## config.mk

```make
export PLATFORM = sky130hd
export DESIGN_NAME = udp2rgb_depack
export DESIGN_NICKNAME = d
export VERILOG_FILES = /design/src/rtl/udp2rgb_depack_pkg.sv /design/src/rtl/udp2rgb_depack.sv
export SDC_FILE = /design/constraint.sdc
export NUM_CORES = 1
export LEC_CHECK = 0
export CAP_MARGIN = 25
export CORE_MARGIN = 8
export CORE_UTILIZATION = 55
export DETAILED_ROUTE_END_ITERATION = 16
export GPL_ROUTABILITY_DRIVEN = 0
export PLACE_DENSITY = 0.82
export SLEW_MARGIN = 20
export SYNTH_ARGS = -nofsm -noshare
export SYNTH_HDL_FRONTEND = slang
export SYNTH_SLANG_ARGS = --single-unit
```

## constraint.sdc

```tcl
create_clock -name clk -period 3.9 [get_ports clk]
set_input_delay 0.585 -clock clk [delete_from_list [all_inputs] [get_ports clk]]
set_output_delay 0.585 -clock clk [all_outputs]
set_load 0.01 [all_outputs]
```

## src/rtl/udp2rgb_depack_pkg.sv

```systemverilog
// Shared types and constants for the RGB-over-UDP link (used by both TX packetizer and RX depacketizer).
// Latency: n/a (types only).
// Backpressure: n/a (types only).
package udp2rgb_depack_pkg;

  typedef logic [7:0]  bus8_t;
  typedef logic [15:0] bus16_t;

  // Header sync bytes; the TX packetizer emits these in this order.
  localparam bus8_t UDP_SYNC_HI = 8'hCA;
  localparam bus8_t UDP_SYNC_LO = 8'hFE;

  // Receive parser states. The encoding is visible on debug[2:0].
  typedef enum logic [2:0] {
    HUNT   = 3'd0,
    SYNC2  = 3'd1,
    ROW_HI = 3'd2,
    ROW_LO = 3'd3,
    DATA   = 3'd4,
    DROP   = 3'd5
  } rx_state_t;

endpackage

```

## src/rtl/udp2rgb_depack.sv

```systemverilog
// Parses a UDP payload stream (sync, sync, row hi, row lo, COLS pixels) into addressed pixel writes.
// Latency: an accepted pixel byte appears on pix_* the next cycle; errors and pkt_cnt also lag one cycle.
// Backpressure: 1-deep output register; rx_ready drops in DATA only while pix_valid & !pix_ready.
//
// Ports:
//   clk, rst_n                  clock, asynchronous active-low reset
//   enable                      sampled on the first byte of a packet; 0 discards the packet silently
//   rx_valid/rx_ready/rx_data/rx_last   payload byte stream from the UDP RX core
//   pix_valid/pix_ready/pix_data/pix_row/pix_col/pix_sof/pix_eol   pixel writes to the frame buffer
//   err_sync/err_len/err_row    single-cycle error pulses
//   pkt_cnt                     count of complete, well-formed packets (wraps)
//   debug                       {3'b0, err_len, err_sync, state}
module udp2rgb_depack
  import udp2rgb_depack_pkg::*;
#(
  parameter int    COLS    = 640,
  parameter int    ROWS    = 480,
  parameter bus8_t SYNC_HI = UDP_SYNC_HI,
  parameter bus8_t SYNC_LO = UDP_SYNC_LO
) (
  input  logic   clk,
  input  logic   rst_n,
  input  logic   enable,
  input  logic   rx_valid,
  input  bus8_t  rx_data,
  input  logic   rx_last,
  output logic   rx_ready,
  output logic   pix_valid,
  input  logic   pix_ready,
  output bus8_t  pix_data,
  output bus16_t pix_row,
  output bus16_t pix_col,
  output logic   pix_sof,
  output logic   pix_eol,
  output logic   err_sync,
  output logic   err_len,
  output logic   err_row,
  output bus16_t pkt_cnt,
  output bus8_t  debug
);

  localparam bus16_t COLS16   = bus16_t'(COLS);
  localparam bus16_t LAST_COL = bus16_t'(COLS - 1);
  localparam bus16_t ROWS16   = bus16_t'(ROWS);

  rx_state_t state, state_nxt;
  bus8_t     row_hi;
  bus16_t    row;
  bus16_t    col;
  bus16_t    hdr_row;
  logic      rx_acc;

  // Decoded per-byte actions
  logic      pix_load;
  logic      start_data;
  logic      pkt_done;
  logic      set_sync;
  logic      set_len;
  logic      set_row;

  // Only DATA can stall: the output register must be free (or draining) to take a new pixel.
  assign rx_ready = (state == DATA) ? (!pix_valid || pix_ready) : 1'b1;
  assign rx_acc   = rx_valid && rx_ready;
  assign hdr_row  = {row_hi, rx_data};
  assign debug    = {3'b000, err_len, err_sync, state};

  // State register
  always_ff @(posedge clk or negedge rst_n) begin
    if (!rst_n) state <= HUNT;
    else        state <= state_nxt;
  end

  // Next-state logic
  always_comb begin
    state_nxt = state;
    if (rx_acc) begin
      case (state)
        HUNT: begin
          // A good first byte starts the packet even if it carries rx_last; anything
          // else (bad byte, or disabled) discards the rest of the payload.
          if (rx_data == SYNC_HI && enable) state_nxt = SYNC2;
          else if (!rx_last)                state_nxt = DROP;
        end
        SYNC2: begin
          if (rx_last)                   state_nxt = HUNT;
          else if (rx_data == SYNC_LO)   state_nxt = ROW_HI;
          else                           state_nxt = DROP;
        end
        ROW_HI: state_nxt = rx_last ? HUNT : ROW_LO;
        ROW_LO: begin
          if (rx_last)                   state_nxt = HUNT;
          else if (hdr_row >= ROWS16)    state_nxt = DROP;
          else                           state_nxt = DATA;
        end
        DATA: begin
          if (rx_last)                   state_nxt = HUNT;
          else if (col == COLS16)        state_nxt = DROP;
        end
        DROP: if (rx_last)               state_nxt = HUNT;
        default:                         state_nxt = HUNT;
      endcase
    end
  end

  // Output/action decode
  always_comb begin
    pix_load   = 1'b0;
    start_data = 1'b0;
    pkt_done   = 1'b0;
    set_sync   = 1'b0;
    set_len    = 1'b0;
    set_row    = 1'b0;
    if (rx_acc) begin
      case (state)
        HUNT:   set_sync = (rx_data != SYNC_HI);
        SYNC2: begin
          // A bad second sync byte reports only the sync error, even on rx_last.
          if (rx_data != SYNC_LO) set_sync = 1'b1;
          else                    set_len  = rx_last;
        end
        ROW_HI: set_len = rx_last;
        ROW_LO: begin
          if (rx_last)                set_len    = 1'b1;
          else if (hdr_row >= ROWS16) set_row    = 1'b1;
          else                        start_data = 1'b1;
        end
        DATA: begin
          // col == COLS means a full line already went out: this byte is surplus.
          if (col == COLS16) begin
            set_len = 1'b1;
          end else begin
            pix_load = 1'b1;
            if (rx_last) begin
              if (col == LAST_COL) pkt_done = 1'b1;
              else                 set_len  = 1'b1;
            end
          end
        end
        default: ;
      endcase
    end
  end

  // Datapath: row latch, column counter, output register, error pulses, packet counter
  always_ff @(posedge clk or negedge rst_n) begin
    if (!rst_n) begin
      row_hi    <= '0;
      row       <= '0;
      col       <= '0;
      pix_valid <= 1'b0;
      pix_data  <= '0;
      pix_row   <= '0;
      pix_col   <= '0;
      pix_sof   <= 1'b0;
      pix_eol   <= 1'b0;
      err_sync  <= 1'b0;
      err_len   <= 1'b0;
      err_row   <= 1'b0;
      pkt_cnt   <= '0;
    end else begin
      err_sync <= set_sync;
      err_len  <= set_len;
      err_row  <= set_row;
      if (pkt_done) pkt_cnt <= pkt_cnt + 16'd1;

      if (rx_acc && state == ROW_HI) row_hi <= rx_data;

      if (start_data) begin
        row <= hdr_row;
        col <= '0;
      end else if (pix_load) begin
        col <= col + 16'd1;
      end

      if (pix_load) begin
        pix_valid <= 1'b1;
        pix_data  <= rx_data;
        pix_row   <= row;
        pix_col   <= col;
        pix_sof   <= (row == '0) && (col == '0);
        pix_eol   <= (col == LAST_COL);
      end else if (pix_ready) begin
        // Markers are cleared with valid so they never appear outside a pixel.
        pix_valid <= 1'b0;
        pix_sof   <= 1'b0;
        pix_eol   <= 1'b0;
      end
    end
  end

endmodule
```

# ---- Yosys cells after proc, flatten, opt, wreduce, memory -nomap -nowiden
# Cells that the tools add are included.
dict set report totals {
  out_inout_bits 71
  ff_bits 105
  elab_cells 87
}
dict set report op_classes {
  n_addsub 2
  eq_ne 14
  n_mux 44
  reduce_logical 12
  magnitude_cmp 1
}
# op n
set op_table {}
lappend op_table {{$add A16 B1 Y16 const B} 2}
lappend op_table {{$eq A16 B10 Y1 const B} 2}
lappend op_table {{$logic_not A16 Y1} 2}
lappend op_table {{$mux W16} 2}
lappend op_table {{$mux W1} 30}
lappend op_table {{$mux W3} 8}
lappend op_table {{$pmux W3 S6} 1}
lappend op_table {{$eq A8 B8 Y1 const B} 2}
lappend op_table {{$ge A16 B9 Y1 const B} 1}
lappend op_table {{$ne A8 B8 Y1 const B} 2}
lappend op_table {{$eq A3 B2 Y1 const B} 2}
lappend op_table {{$eq A3 B3 Y1 const B} 2}
lappend op_table {{$logic_and A1 B1 Y1} 4}
lappend op_table {{$pmux W1 S4} 1}
lappend op_table {{$reduce_and A4 Y1} 1}
lappend op_table {{$reduce_bool A2 Y1} 2}
lappend op_table {{$eq A3 B1 Y1 const B} 1}
lappend op_table {{$logic_not A3 Y1} 1}
lappend op_table {{$ne A3 B2 Y1 const B} 1}
lappend op_table {{$ne A3 B3 Y1 const B} 1}
lappend op_table {{$mux W2} 1}
lappend op_table {{$ne A2 B2 Y1 const B} 1}
lappend op_table {{$pmux W1 S2} 1}
lappend op_table {{$logic_not A1 Y1} 1}
lappend op_table {{$logic_or A1 B1 Y1} 1}

# ---- Depth between registers and ports, before layout
# Gate-level depths: netlist (run 1).
dict set report logic_depth {
  ltp_word 7
  ltp_mapped 8
  mapped_depth_nobuf 6
}

# ---- Worst setup path after synthesis (run 1)
# Ideal clock, no wire load.
dict set report synth_timing {
  path_kind {flip-flop to flip-flop}
  from {reg col[0]}
  to {reg pix_col[0]}
  stages_incl_launch_ff 9
  period_less_slack_ps 1954
  setup_ps 125
  path_buffers 2
  arrival_ps 1829
  t_required_ps 3775
  slack_ps 1946
  cell_sequence {dfrtp_1 inv_1 ha_1 and4b_1 and4_1 buf_4 nor2_4 buf_6 mux2_4}
}
dict set report synth_via {
  elab_chain_len 4
}
# element line_no
set synth_rtl {}
lappend synth_rtl {{from (decl)} udp2rgb_depack.sv:49} ;# bus16_t col;
lappend synth_rtl {{from (signal assigned)} udp2rgb_depack.sv:172} ;# col <= col + 16'd1;
lappend synth_rtl {{$eq A16 B10 Y1} udp2rgb_depack.sv:129} ;# if (col == COLS16) begin
lappend synth_rtl {{$mux W1} udp2rgb_depack.sv:129}
lappend synth_rtl {{$mux W1} udp2rgb_depack.sv:114} ;# case (state)
lappend synth_rtl {{$mux W1} udp2rgb_depack.sv:113} ;# if (rx_acc) begin
lappend synth_rtl {{to (signal assigned)} udp2rgb_depack.sv:179} ;# pix_col <= col;
lappend synth_rtl {{to (decl)} udp2rgb_depack.sv:32} ;# output bus16_t pix_col,
# Several ways; a longest one is shown, not always the timed one.
# A chain may end at the register's enable or synchronous reset.

# ---- Final worst setup path (run 1)
dict set report layout_timing {
  from {in pix_ready}
  to {out rx_ready}
}
dict set report layout_via {
  elab_chain_len 2
}
# element line_no
set layout_rtl {}
lappend layout_rtl {{from (decl)} udp2rgb_depack.sv:29} ;# input logic pix_ready,
lappend layout_rtl {{$logic_or A1 B1 Y1} udp2rgb_depack.sv:62} ;# assign rx_ready = (state == DATA) ? (!pix_valid || pix_ready) : 1'b1;
lappend layout_rtl {{$mux W1} udp2rgb_depack.sv:62}
lappend layout_rtl {{to (decl)} udp2rgb_depack.sv:27} ;# output logic rx_ready,
# No other way between the ends.

==> flow_summary.ini, run 1 <==
[critical_path]
crit_path_start_kind = primary input
rr_endpoint = pix_row[11]
number_of_cells_on_the_worst_reg_to_reg_path = 8
worstSetupEndpointType = primary output
worstSetupPathType = primary input to primary output
cp.required_ns = 3.31
reg2reg_setup_slack_ns = 1.26
critical_path_arrival_ns = 2.08
worst_r2r_startpoint = col[0]
timing.critical_path.fanout_max = 7
start_point_of_the_critical_path = pix_ready
critical_path.endpoint = rx_ready

[die]
fp.dieArea_um2 = 12700
placementRows = 35
die_width_um = 113
initial_utilization_pct = 56.0
pin_count = 85
die_h_um = 113
core_box_area_um2 = 9150

[clocking]
cts_max_level = 3
clockBufferDepth = 2
cts_buffers = 9
post_cts.repair.setup_buffers = 0
postCtsResizedCells = 0
cts_root_buffer = sky130_fd_sc_hd__clkbuf_8
hold_buffers = 0
clock_insertion_delay_worst_skew_ns = 0.37
clock-sinks = 105
tritoncts = yes
path_clk_slew_ns = 0.10

[sta]
fin_skew_ns = 0.0154
timing.final.hold_violations = 0
max_freq_mhz = 376
final_critical_path_setup_slack_ns = 1.24
rsz0062_at_grt = no
finalHoldWorstSlack_ns = 0.289
report.final.setup_viol = 0
period_share_pct = 68.3
setup_tns_ns = 0
timing.slew.headroom_pct = 40.0
final.min_clock_period_ns = 2.66
transition_time_at_the_pin_with_the_least_slew_margin_ns = 0.893
timing_max_transition_violations_final = 0

[finish]
syn2layout_area_growth_pct = 19.4
final_layout_size_suffix_gt1_share_pct = 20.8
layout.cell_area.non_filler_um2 = 6120
final_core_utilization_pct = 66.8
number_of_nets_in_the_final_layout = 493
antenna_cells = 0

[synthesis]
most_used_flip_flop_cell_after_synthesis = sky130_fd_sc_hd__dfrtp_1
postSynth.asyncResetShare_pct = 100
synth_area_per_cell_um2 = 12.6
ys_seq_elements = 105
ys_seq_area_share_pct = 51.3
synth-simple-area-share_pct = 19.2
postSynthCellCount = 406
synthesis.yosys.warnings = 0
synth_edf_count = 0
dominant_combinational_cell_family_by_area_after_synthesis = simple AND/OR/NAND/NOR gates
synth-compound-area-share_pct = 5.57
post_synth_fa_ha_maj_area_fraction_pct = 0.928
yosysUniqueCellTypes = 51
yosys-mux-area-fraction_pct = 16.1
netlist.area_leader.share_pct = 51.3
synth-xor-area-share_pct = 2.56
synth_largest_area_cell = sky130_fd_sc_hd__dfrtp_1
synth.cell_area_um2 = 5130
synth_area_leaders = sky130_fd_sc_hd__dfrtp_1, sky130_fd_sc_hd__mux2_4, sky130_fd_sc_hd__mux2_2

[global_routing]
gr-usage-all-layers_pct = 17.9
global_route.usage.met2_pct = 28.1
grt_pass1_vias = 3619
global_route.overflow_total = 0
antenna_found_initial = 0
busiest_layer = met2
use_met3_pct = 4.83
grt_max_degree = 63
groute.layer.met1.usage_pct = 23.1
wire_length_of_the_first_global_routing_pass_um = 18500

[power_and_ir_drop]
power_leakage_nw = 2.70
power_per_cell_area_nw_per_um2 = 432
peakVddDrop_v = 0.000372

[placement]
placedInstanceArea_um2 = 5930
pre_cts_slack_ns = 0.992
hpwlAfterDp_um = 7570
place.port_buffers = 81

[drt]
post-route-drc-count = 0
dr.first_iter.drc_count = 166
vias = 3538
detail_route.wirelength_um = 11000
drt-wirelength-per-cell_um = 18.6
drtPass1Iterations = 5
drtAntennaViolNets = 0
vias_per_cell = 5.98

[run_status]
status = complete, no violations

[job]
cap_viol_max_count = 0

[worst_hold_path]
hp-class = primary input to asynchronous set/reset pin
==> where the power goes <==
part           internal (mW)  switching, mW
registers               1.21          0.122
logic                  0.379          0.296
clock network          0.245          0.393
==> layout by cell type (no fill, tap or decap), types with 6 or more instances in the layout <==
cell type	count
sky130_fd_sc_hd__nor2_1	6
sky130_fd_sc_hd__and3_1	8
sky130_fd_sc_hd__clkbuf_8	9
sky130_fd_sc_hd__nor2b_1	11
sky130_fd_sc_hd__nand4_1	15
sky130_fd_sc_hd__nor3_1	7
sky130_fd_sc_hd__nor4_1	10
sky130_fd_sc_hd__dfrtp_1	105
sky130_fd_sc_hd__mux2_2	20
sky130_fd_sc_hd__or4_1	13
sky130_fd_sc_hd__and4_1	8
sky130_fd_sc_hd__xor2_1	15
sky130_fd_sc_hd__buf_4	7
sky130_fd_sc_hd__mux2_4	38
sky130_fd_sc_hd__inv_1	7
sky130_fd_sc_hd__clkdlybuf4s50_1	80
sky130_fd_sc_hd__o21ai_0	6
sky130_fd_sc_hd__a21oi_1	17
sky130_fd_sc_hd__nand3_1	15
sky130_fd_sc_hd__o31ai_1	13
sky130_fd_sc_hd__nor4_2	11
sky130_fd_sc_hd__nand2_1	11
==> flip-flops by register name, indices dropped and copies added, names as in the netlist <==
register	flops
col	16
err_len	1
err_row	1
err_sync	1
pix_col	16
pix_data	8
pix_eol	1
pix_row	16
pix_sof	1
pix_valid	1
pkt_cnt	16
row	16
row_hi	8
state	3
==> worst max-delay path, cell delays in order <==
cell	delay, ns
sky130_fd_sc_hd__clkdlybuf4s50_1	0.49
sky130_fd_sc_hd__nand2b_1	0.27
sky130_fd_sc_hd__nand2b_1	0.18
sky130_fd_sc_hd__clkdlybuf4s50_1	0.55
==> layer usage <==
layer | part of all wire (%) | wire [µm]
met5 | 0 | 0
met1 | 45 | 4980
met3 | 5.5 | 609
met2 | 48 | 5250
met4 | 1.6 | 174
==> how the worst min path moves through the flow <==
| stage | endpoint | depth (start not counted) | start |
|---|---|---|---|
| 2_1_floorplan | col[0] | 0 | rst_n |
| 3_3_place_gp | pkt_cnt[15] | 1 | pkt_cnt[15] |
| 3_5_place_dp | pkt_cnt[15] | 1 | pkt_cnt[15] |
| 4_1_cts | row_hi[2] | 1 | rst_n |
| 5_1_grt | row_hi[1] | 1 | rst_n |
| 6_report | row_hi[1] | 1 | rst_n |
==> cell usage after synthesis, types with 10 or more instances <==
| cell type | number |
|---|---|
| sky130_fd_sc_hd__o31ai_1 | 13 |
| sky130_fd_sc_hd__dfrtp_1 | 105 |
| sky130_fd_sc_hd__mux2_2 | 20 |
| sky130_fd_sc_hd__or4_1 | 13 |
| sky130_fd_sc_hd__nor4_1 | 10 |
| sky130_fd_sc_hd__a21oi_1 | 17 |
| sky130_fd_sc_hd__nand3_1 | 15 |
| sky130_fd_sc_hd__nor2b_1 | 11 |
| sky130_fd_sc_hd__nor4_2 | 11 |
| sky130_fd_sc_hd__mux2_4 | 38 |
| sky130_fd_sc_hd__nand4_1 | 15 |
| sky130_fd_sc_hd__xor2_1 | 15 |
| sky130_fd_sc_hd__nand2_1 | 11 |
==> area by class of cell <==
class                           instances  area (µm²)
Timing Repair Buffer                   87         853
Multi-Input combinational cell        266        2290
Fill cell                             694        3030
Tap cell                              111         139
Inverter                                7        26.3
Sequential cell                       105        2630
Clock inverter                          7        62.6
Clock buffer                            9         124
==> stage by stage <==
stage | instances | power [mW]
finish | 592 | 2.64
global route | 592 | 2.78
CTS | 592 | 2.67
detailed placement | 576 | 2.03
global placement | 576 | 2.01
floorplan | 408 | 1.75
==> cells by family (layout without fill, tap and decap cells) <==
family | Yosys count | after routing
fa+ha+maj | 4 | 4
mux | 61 | 61
other cells | 1 | 3
xor+xnor | 15 | 15
simple gates | 138 | 138
buf+inv | 37 | 110
compound gates | 45 | 45
flops | 105 | 105
Note: power is estimated with default switching activity, not from simulation.
==> inputs of run 2 (changes only) <==
--- a/config.mk
+++ b/config.mk
@@ -7,10 +7,10 @@
 export LEC_CHECK = 0
 export CAP_MARGIN = 25
 export CORE_MARGIN = 8
-export CORE_UTILIZATION = 55
+export CORE_UTILIZATION = 53
 export DETAILED_ROUTE_END_ITERATION = 16
 export GPL_ROUTABILITY_DRIVEN = 0
-export PLACE_DENSITY = 0.82
+export PLACE_DENSITY = 0.79
 export SLEW_MARGIN = 20
 export SYNTH_ARGS = -nofsm -noshare
 export SYNTH_HDL_FRONTEND = slang
==> constraint.sdc (replaced) <==
create_clock -name clk -period 2.45 [get_ports clk]
set_input_delay 0.3675 -clock clk [delete_from_list [all_inputs] [get_ports clk]]
set_output_delay 0.3675 -clock clk [all_outputs]
set_load 0.01 [all_outputs]
==> run 2 against run 1 <==
Against the previous run: the flow now finishes with violations (negative hold slack); sequential share of layout area shrank 1.5 points; utilization shrank 0.78 points; cell area grew 3.6%; cell count rose by 5.7%; critical path type is now register to register; clock skew fell by 0.0064 ns; clock-buffer cell count rose by 1; register-to-register slack lost 1.1 ns; sequential power is 56% higher; total power grew 72%; largest power group unchanged.
==> flow_summary.ini, run 2 (same netlist as run 1, synthesis figures left out) <==
[placement]
pre_cts_slack_ns = 0.136
place.port_buffers = 81
hpwlAfterDp_um = 7790
placedInstanceArea_um2 = 6090

[sta]
final_critical_path_setup_slack_ns = 0.184
transition_time_at_the_pin_with_the_least_slew_margin_ns = 0.603
timing_max_transition_violations_final = 0
final.min_clock_period_ns = 2.27
period_share_pct = 92.5
rsz0062_at_grt = no
timing.final.hold_violations = 4
setup_tns_ns = 0
max_freq_mhz = 441
fin_skew_ns = 0.00905
finalHoldWorstSlack_ns = -0.00709
report.final.setup_viol = 0
timing.slew.headroom_pct = 59.8

[die]
placementRows = 36
core_box_area_um2 = 9590
fp.dieArea_um2 = 13100
die_width_um = 114
initial_utilization_pct = 53.4
die_h_um = 114
pin_count = 85

[power_and_ir_drop]
power_leakage_nw = 2.80
net-switching-power_mw = 1.28
switching_share_pct = 28.2
power_frac_clock_pct = 28.8
share_comb_of_total_power_pct = 25.6
cellInternalPower_mw = 3.27
seq_pwr_share_pct = 45.7
power_per_cell_area_nw_per_um2 = 718
peakVddDrop_v = 0.000493

[clocking]
cts_root_buffer = sky130_fd_sc_hd__clkbuf_8
hold_buffers = 0
clock_insertion_delay_worst_skew_ns = 0.36
clock-sinks = 105
tritoncts = yes
postCtsResizedCells = 0
post_cts.repair.setup_buffers = 0
path_clk_slew_ns = 0.10
cts_buffers = 9
cts_max_level = 3
clockBufferDepth = 2

[critical_path]
cp_num_buf_inv = 2
timing.critical_path.cells = inv_1 -> ha_1 -> and4b_1 -> and4_1 -> nor2_4 -> buf_12 -> mux2_2
worstSetupPathType = register to register
cp.required_ns = 2.71
number_of_cells_on_the_worst_reg_to_reg_path = 7
cell_depth_of_the_worst_setup_path = 7
cp_slowest_stage_delay_ns = 0.44
cpMaxStageDelayCell = sky130_fd_sc_hd__dfrtp_1
worstSetupEndpointType = register
critical_path_arrival_ns = 2.52
crit_path_start_kind = register
timing.critical_path.fanout_max = 42
cp_delay_by_family_top = simple AND/OR/NAND/NOR gates

[global_routing]
wire_length_of_the_first_global_routing_pass_um = 18600
antenna_found_initial = 0
global_route.overflow_total = 0
grt_max_degree = 48
gr-usage-all-layers_pct = 17.7
grt_pass1_vias = 3668

[finish]
nFillCells = 701
most_common_cell_after_layout_fill_and_taps_aside = sky130_fd_sc_hd__dfrtp_1
final_layout_size_suffix_gt1_share_pct = 22.7
most-common-layout-cells = sky130_fd_sc_hd__dfrtp_1, sky130_fd_sc_hd__clkdlybuf4s50_1, sky130_fd_sc_hd__mux2_4
layout.cell_area.non_filler_um2 = 6340
antenna_cells = 0
final_core_utilization_pct = 66.1
syn2layout_area_growth_pct = 23.7
number_of_nets_in_the_final_layout = 505

[drt]
drtAntennaViolNets = 0
vias_per_cell = 5.80
detail_route.wirelength_um = 11200
post-route-drc-count = 0
dr.first_iter.drc_count = 166
drt-wirelength-per-cell_um = 17.9
vias = 3628
drtPass1Iterations = 4

[run_status]
violations = negative hold slack
status = complete, but fails checks

[job]
cap_viol_max_count = 0

[worst_hold_path]
hp-class = primary input to asynchronous set/reset pin
run 2: routing by layer:
metal  vias up  global-route usage (%)  share of wire (%)
met5         -                       0                  0
met4         0                    5.68                1.8
met2       106                    27.6                 47
met3        20                    5.06                6.4
li1       1671                       -                  -
met1      1831                    23.1                 45
run 2: area by class of cell:
class | count | area [µm²] | share of cell area [%]
sequential | 105 | 2630 | 41.5
multi-input combinational | 266 | 2290 | 36.1
timing repair buffer | 99 | 981 | 15.5
tap | 133 | 166 | 2.63
clock buffer | 10 | 138 | 2.17
clock inverter | 6 | 114 | 1.80
inverter | 7 | 26.3 | 0.415
run 2: final timing paths:
path	startpoint	to	slack, ns
max	col[0]	pix_row[11]	0.18
min	rst_n	pkt_cnt[8]	-0.007
max reg2reg	col[0]	pix_row[11]	0.18
min reg2reg	pkt_cnt[15]	pkt_cnt[15]	0.48
max in group asynchronous	rst_n	col[14]	1.81
min in group clk	pkt_cnt[15]	pkt_cnt[15]	0.48
run 2: through the flow:
stage                     power (mW)  instances
after floorplan                 2.79        408
after global placement          3.24        610
after detailed placement        3.28        610
after CTS                       4.59        626
after global routing            4.77        626
final                           4.55        626
run 2: power groups by stage:
stage / clock (mW) / sequential, mW / combinational, mW
2_1_floorplan: 0 / 2.13 / 0.653
3_3_place_gp: 0 / 2.10 / 1.14
3_5_place_dp: 0 / 2.11 / 1.17
4_1_cts: 1.34 / 2.08 / 1.18
5_1_grt: 1.41 / 2.10 / 1.26
6_report: 1.31 / 2.08 / 1.16
